## config.mk

```make
export PLATFORM = sky130hd
export DESIGN_NAME = mips_state_dumper
export DESIGN_NICKNAME = d
export VERILOG_FILES = /design/src/rtl/mips_pkg.sv /design/src/rtl/dump_index_counter.sv /design/src/rtl/mips_state_dumper.sv
export SDC_FILE = /design/constraint.sdc
export NUM_CORES = 1
export LEC_CHECK = 0
export CAP_MARGIN = 20
export CELL_PAD_IN_SITES_DETAIL_PLACEMENT = 1
export CELL_PAD_IN_SITES_GLOBAL_PLACEMENT = 1
export CORE_ASPECT_RATIO = 0.6
export CORE_MARGIN = 5
export CORE_UTILIZATION = 31
export CTS_BUF_LIST = sky130_fd_sc_hd__clkbuf_2
export DETAILED_ROUTE_END_ITERATION = 8
export MAX_ROUTING_LAYER = met4
export PLACE_DENSITY = 0.89
export SETUP_SLACK_MARGIN = 0.3
export SYNTH_ARGS = -nofsm -noshare
export SYNTH_HDL_FRONTEND = slang
export SYNTH_HIERARCHICAL = 1
export SYNTH_SLANG_ARGS = --single-unit
export TNS_END_PERCENT = 10
```

## constraint.sdc

```tcl
create_clock -name clock -period 4 [get_ports clock]
set_clock_uncertainty 0.2 [all_clocks]
set_input_delay 0.6 -clock clock [delete_from_list [all_inputs] [get_ports clock]]
set_output_delay 0.6 -clock clock [all_outputs]
set_load 0.05 [all_outputs]
```

## src/rtl/mips_pkg.sv

```systemverilog
`default_nettype none
// mips_pkg: FSM state encoding and dump-source tags shared by the state dumper.
// Rev 1.0
package mips_pkg;

  localparam logic [2:0] ST_IDLE     = 3'd0;
  localparam logic [2:0] ST_RUN      = 3'd1;
  localparam logic [2:0] ST_DUMP_REG = 3'd2;
  localparam logic [2:0] ST_DUMP_MEM = 3'd3;
  localparam logic [2:0] ST_DONE     = 3'd4;

  localparam logic SRC_REG = 1'b0;
  localparam logic SRC_MEM = 1'b1;

  function automatic int max_int(input int a, input int b);
    return (a > b) ? a : b;
  endfunction

endpackage
`default_nettype wire

```

## src/rtl/dump_index_counter.sv

```systemverilog
`default_nettype none
// dump_index_counter: handshake word index that wraps to zero after the terminal value.
// Rev 1.0
module dump_index_counter #(
  parameter int W = 8
) (
  input  logic         clock,
  input  logic         reset,
  input  logic         clear,
  input  logic         enable,
  input  logic [W-1:0] terminal,
  output logic [W-1:0] count,
  output logic         at_terminal
);

  assign at_terminal = (count == terminal);

  always_ff @(posedge clock or posedge reset) begin
    if (reset) begin
      count <= '0;
    end else if (clear) begin
      count <= '0;
    end else if (enable) begin
      count <= at_terminal ? '0 : count + W'(1);
    end
  end

endmodule
`default_nettype wire

```

## src/rtl/mips_state_dumper.sv

```systemverilog
`default_nettype none
// mips_state_dumper: lets the core run until halt or cycle limit, then streams the
// register file and data memory out over a valid/ready port. Rev 1.0
module mips_state_dumper
  import mips_pkg::*;
#(
  parameter int DATA_W      = 32,
  parameter int NUM_REGS    = 32,
  parameter int DMEM_DEPTH  = 256,
  parameter int CYCLE_LIMIT = 50,
  localparam int REG_AW = $clog2(NUM_REGS),
  localparam int MEM_AW = $clog2(DMEM_DEPTH),
  localparam int IDX_W  = max_int(REG_AW, MEM_AW)
) (
  input  logic              clock,
  input  logic              reset,
  input  logic              start,
  input  logic              halt_req,
  output logic              cpu_stall,
  output logic [REG_AW-1:0] reg_raddr,
  input  logic [DATA_W-1:0] reg_rdata,
  output logic [MEM_AW-1:0] mem_raddr,
  input  logic [DATA_W-1:0] mem_rdata,
  output logic              out_valid,
  input  logic              out_ready,
  output logic [DATA_W-1:0] out_data,
  output logic              out_src,
  output logic [IDX_W-1:0]  out_index,
  output logic              done,
  output logic [31:0]       run_cycles
);

  logic [2:0]       state;
  logic [IDX_W-1:0] idx;
  logic [IDX_W-1:0] terminal;
  logic             at_terminal;
  logic             dumping;
  logic             xfer;
  logic             limit_hit;
  logic             restart;

  assign dumping   = (state == ST_DUMP_REG) || (state == ST_DUMP_MEM);
  assign xfer      = dumping && out_ready;
  assign terminal  = (state == ST_DUMP_MEM) ? IDX_W'(DMEM_DEPTH - 1) : IDX_W'(NUM_REGS - 1);
  assign restart   = start && ((state == ST_IDLE) || (state == ST_DONE));

  // Widened compare so a saturated counter cannot wrap into a false match.
  assign limit_hit = (CYCLE_LIMIT != 0) &&
                     (({1'b0, run_cycles} + 33'd1) == 33'(CYCLE_LIMIT));

  assign cpu_stall = (state != ST_RUN);
  assign done      = (state == ST_DONE);
  assign out_valid = dumping;
  assign out_src   = (state == ST_DUMP_MEM) ? SRC_MEM : SRC_REG;
  assign out_index = idx;
  assign out_data  = (state == ST_DUMP_MEM) ? mem_rdata : reg_rdata;
  assign reg_raddr = (state == ST_DUMP_REG) ? idx[REG_AW-1:0] : '0;
  assign mem_raddr = (state == ST_DUMP_MEM) ? idx[MEM_AW-1:0] : '0;

  dump_index_counter #(
    .W (IDX_W)
  ) u_index (
    .clock       (clock),
    .reset       (reset),
    .clear       (!dumping),
    .enable      (xfer),
    .terminal    (terminal),
    .count       (idx),
    .at_terminal (at_terminal)
  );

  always_ff @(posedge clock or posedge reset) begin
    if (reset) begin
      state      <= ST_IDLE;
      run_cycles <= '0;
    end else begin
      case (state)
        ST_IDLE, ST_DONE: begin
          if (restart) begin
            state      <= ST_RUN;
            run_cycles <= '0;
          end
        end
        ST_RUN: begin
          if (run_cycles != '1) begin
            run_cycles <= run_cycles + 32'd1;
          end
          if (halt_req || limit_hit) begin
            state <= ST_DUMP_REG;
          end
        end
        ST_DUMP_REG: begin
          if (xfer && at_terminal) begin
            state <= ST_DUMP_MEM;
          end
        end
        ST_DUMP_MEM: begin
          if (xfer && at_terminal) begin
            state <= ST_DONE;
          end
        end
        default: state <= ST_IDLE;
      endcase
    end
  end

endmodule
`default_nettype wire
```

==> impl_metrics.toml <==
[place]
numPortBuffers = 157
dp_hpwl_mm = 13.9
gp_congestion = 0.928
dpl_cell_area_um2 = 5820

[detailed_routing]
avgViaCountPerCell = 5.76
drt_wl_total_mm = 17.7
drc = 0
drtAntennaViolNets = 0
vias = 4744
first_pass_iters = 5
routedWlPerCell_um = 21.5
drt_iter0_markers = 428

[global_routing]
grtUsageMet2 = 0.388
use_met1 = 0.314
grtUsageTotal = 0.237
grt_use_met3 = 0.0445
first_global_vias = 4720
grt_pass1_wl_mm = 27.3
grt_max_degree = 34
grt_overflow_total = 0
top_usage_layer = "met2"
antenna_found_initial = 0

[clocking]
cts_tree = "yes"
cts_buffers = 5
clk_pin_slew_ns = 0.27
post-cts-setup-buffers = 0
numClockSinks = 43
htreeDepth = 2
clkLatencyLatePin_ns = 0.45
cts-root-buf = "clkbuf_2"
max-clock-path-buffers = 2

[synthesis]
yosys.area.top_type = "dfrtp_1"
synth_area_leaders = "dfrtp_1 (28%), nand2_1 (12%), o21ai_0 (4.6%), nand4_1 (3.6%), xnor2_1 (3.2%)"
ys_warn_count = 6
ys_ff_latch = 43
yosys.area.top_type_share = 0.280
synth.distinct_cells = 73
synthCells = 518
syn_area_um2 = 3840
synth_area_per_cell_um2 = 7.41
synth_flop_cell = "dfrtp_1"
yosysSeqAreaShare = 0.280
async_flop_share = 1.00
synth-edff-count = 0

[die]
core_area_um2 = 12100
ios = 158
core.rowCount = 31
start_util = 0.317
fp.dieW_um = 154
fp.dieH_um = 96.2
die_area_um2 = 14800

[setup_path]
worstPathArrival_ns = 2.81
startpoint = "state[1]"
required_ns = 3.20
critPathMaxFanout = 17
cp-end-kind = "primary output"
crit_end = "reg_raddr[4]"
r2r_end = "state[1]"
ff2ff_path_depth = 8
crit_type = "reg2out"
rr_startpoint = "run_cycles[0]"
reg2reg_slack_ns = 0.66
cp-start-kind = "register"

[finish]
fin_area_um2 = 5900
final_common_cell = "nand2_1"
layout.nets = 729
final_cell_mix = "nand2_1 (126), clkdlybuf4s50_1 (123), dfrtp_1 (43)"
area_delta_synth_final_pct = 53.7
antennaDiodeCount = 0
drive_gt1_frac = 0.112
finish.utilization = 0.487

[timing]
fin_crit_sh = 0.902
fin_setup_tns_ns = 0
slew_violations = 0
grt_setup_unrepaired = "yes"
worst_pin_slew_ns = 0.697
setup_viol = 0
hold_ws_ns = 0.215
max_freq_mhz = 277
layout_min_cycle_time_ns = 3.61
final_hold_viol_count = 0
maxSlewHeadroom = 0.531

[min_path]
min_path_type = "in2async"

[run]
drv_cap = 0

[power_and_ir_drop]
peakVddDrop_v = 0.000250
power_density_nw_per_um2 = 515
p_leak_nw = 2.44

[status]
outcome = "completed"
==> critical path, stage by stage, from the launching register on <==
cell             delay [ns]
dfrtp_1                0.48
nor2b_1                0.15
buf_4                  0.17
inv_1                  0.25
nor2_1                 0.29
and2_1                 0.17
clkdlybuf4s50_1        0.85
==> synth_stat cells (2+ instances only) <==
master,n
xor2_1,11
buf_2,13
nor2b_1,2
buf_1,3
inv_1,13
a31o_2,3
nand4_1,22
o22ai_1,2
a21oi_1,8
nor3_1,21
xnor2_1,14
or2b_1,2
nor4_1,5
o21a_1,2
buf_6,3
ha_1,3
o2111ai_1,3
nor4_4,2
a31oi_1,6
o21ai_1,10
nand3_1,18
nand4_2,3
nor2_1,26
nor3_2,3
dfrtp_1,43
o31ai_1,13
clkbuf_1,10
a41oi_1,3
buf_4,7
and4_1,2
nor4_2,2
and3_1,15
and2_1,15
o21ai_0,35
o41ai_1,7
or3_1,4
o221ai_1,2
nor3b_1,2
nand2_1,126
==> power breakdown <==
group / internal [W] / leakage [nW] / switching [W] / total (W)
registers: 0.000471 / 0.593 / 0.0000995 / 0.000570
clock network: 0.000109 / 0.0436 / 0.000174 / 0.000283
logic: 0.000850 / 1.81 / 0.00133 / 0.00218
total: 0.00143 / 2.44 / 0.00161 / 0.00304
==> per-stage QoR <==
stage / power [W] / instances / setup slack, ns
6_report: 0.00304 / 823 / 0.391
5_1_grt: 0.00318 / 823 / 0.189
3_3_place_gp: 0.00269 / 815 / 0.888
2_1_floorplan: 0.00179 / 522 / 0.838
4_1_cts: 0.00305 / 823 / 0.413
3_5_place_dp: 0.00276 / 815 / 0.768
==> area by class of cell <==
cell class / count / area (µm²)
clock buffers: 5 / 25.0
clock inverters: 3 / 47.5
inverters: 13 / 48.8
repair buffers: 166 / 1980
fillers: 1455 / 6200
well taps: 165 / 206
multi-input cells: 428 / 2510
flip-flops and latches: 43 / 1080
==> logic make-up after synthesis <==
| kind of cell | share of synthesized area |
|---|---|
| compound gates | 0.188 |
| xor+xnor | 0.0570 |
| fa+ha+maj | 0.00978 |
| buf+inv | 0.0698 |
| flops | 0.280 |
| mux | 0.00261 |
| other cells | 0.000977 |
| simple gates | 0.391 |
==> worst min-delay path by stage <==
stage                   start                to  slack (ns)  cells past startpoint
3_5_place_dp   run_cycles[27]    run_cycles[27]        0.38                      1
6_report                reset  u_index/count[7]        0.22                      2
3_3_place_gp   run_cycles[27]    run_cycles[27]        0.37                      1
4_1_cts                 reset  u_index/count[7]        0.20                      2
5_1_grt                 reset  u_index/count[0]        0.20                      2
2_1_floorplan           reset  u_index/count[0]        0.22                      1
==> sequential cells by signal, indices dropped and copies added, names as in the netlist <==
register       cells
u_index/count      8
state              3
run_cycles        32
==> layer usage <==
metal	up-vias	part of all wire
met5	-	0
met4	0	0.012
met3	25	0.078
met2	230	0.47
met1	2355	0.44
li1	2134	-
==> what timing repair did <==
| item | CTS | global route |
|---|---|---|
| hold buffers | 0 | 0 |
| endpoints found under the hold margin | 0 | 0 |
| resized for setup | 0 | 1 |
| endpoints found under the setup margin | 0 | 5 |
(Power assumes the default switching activity.)
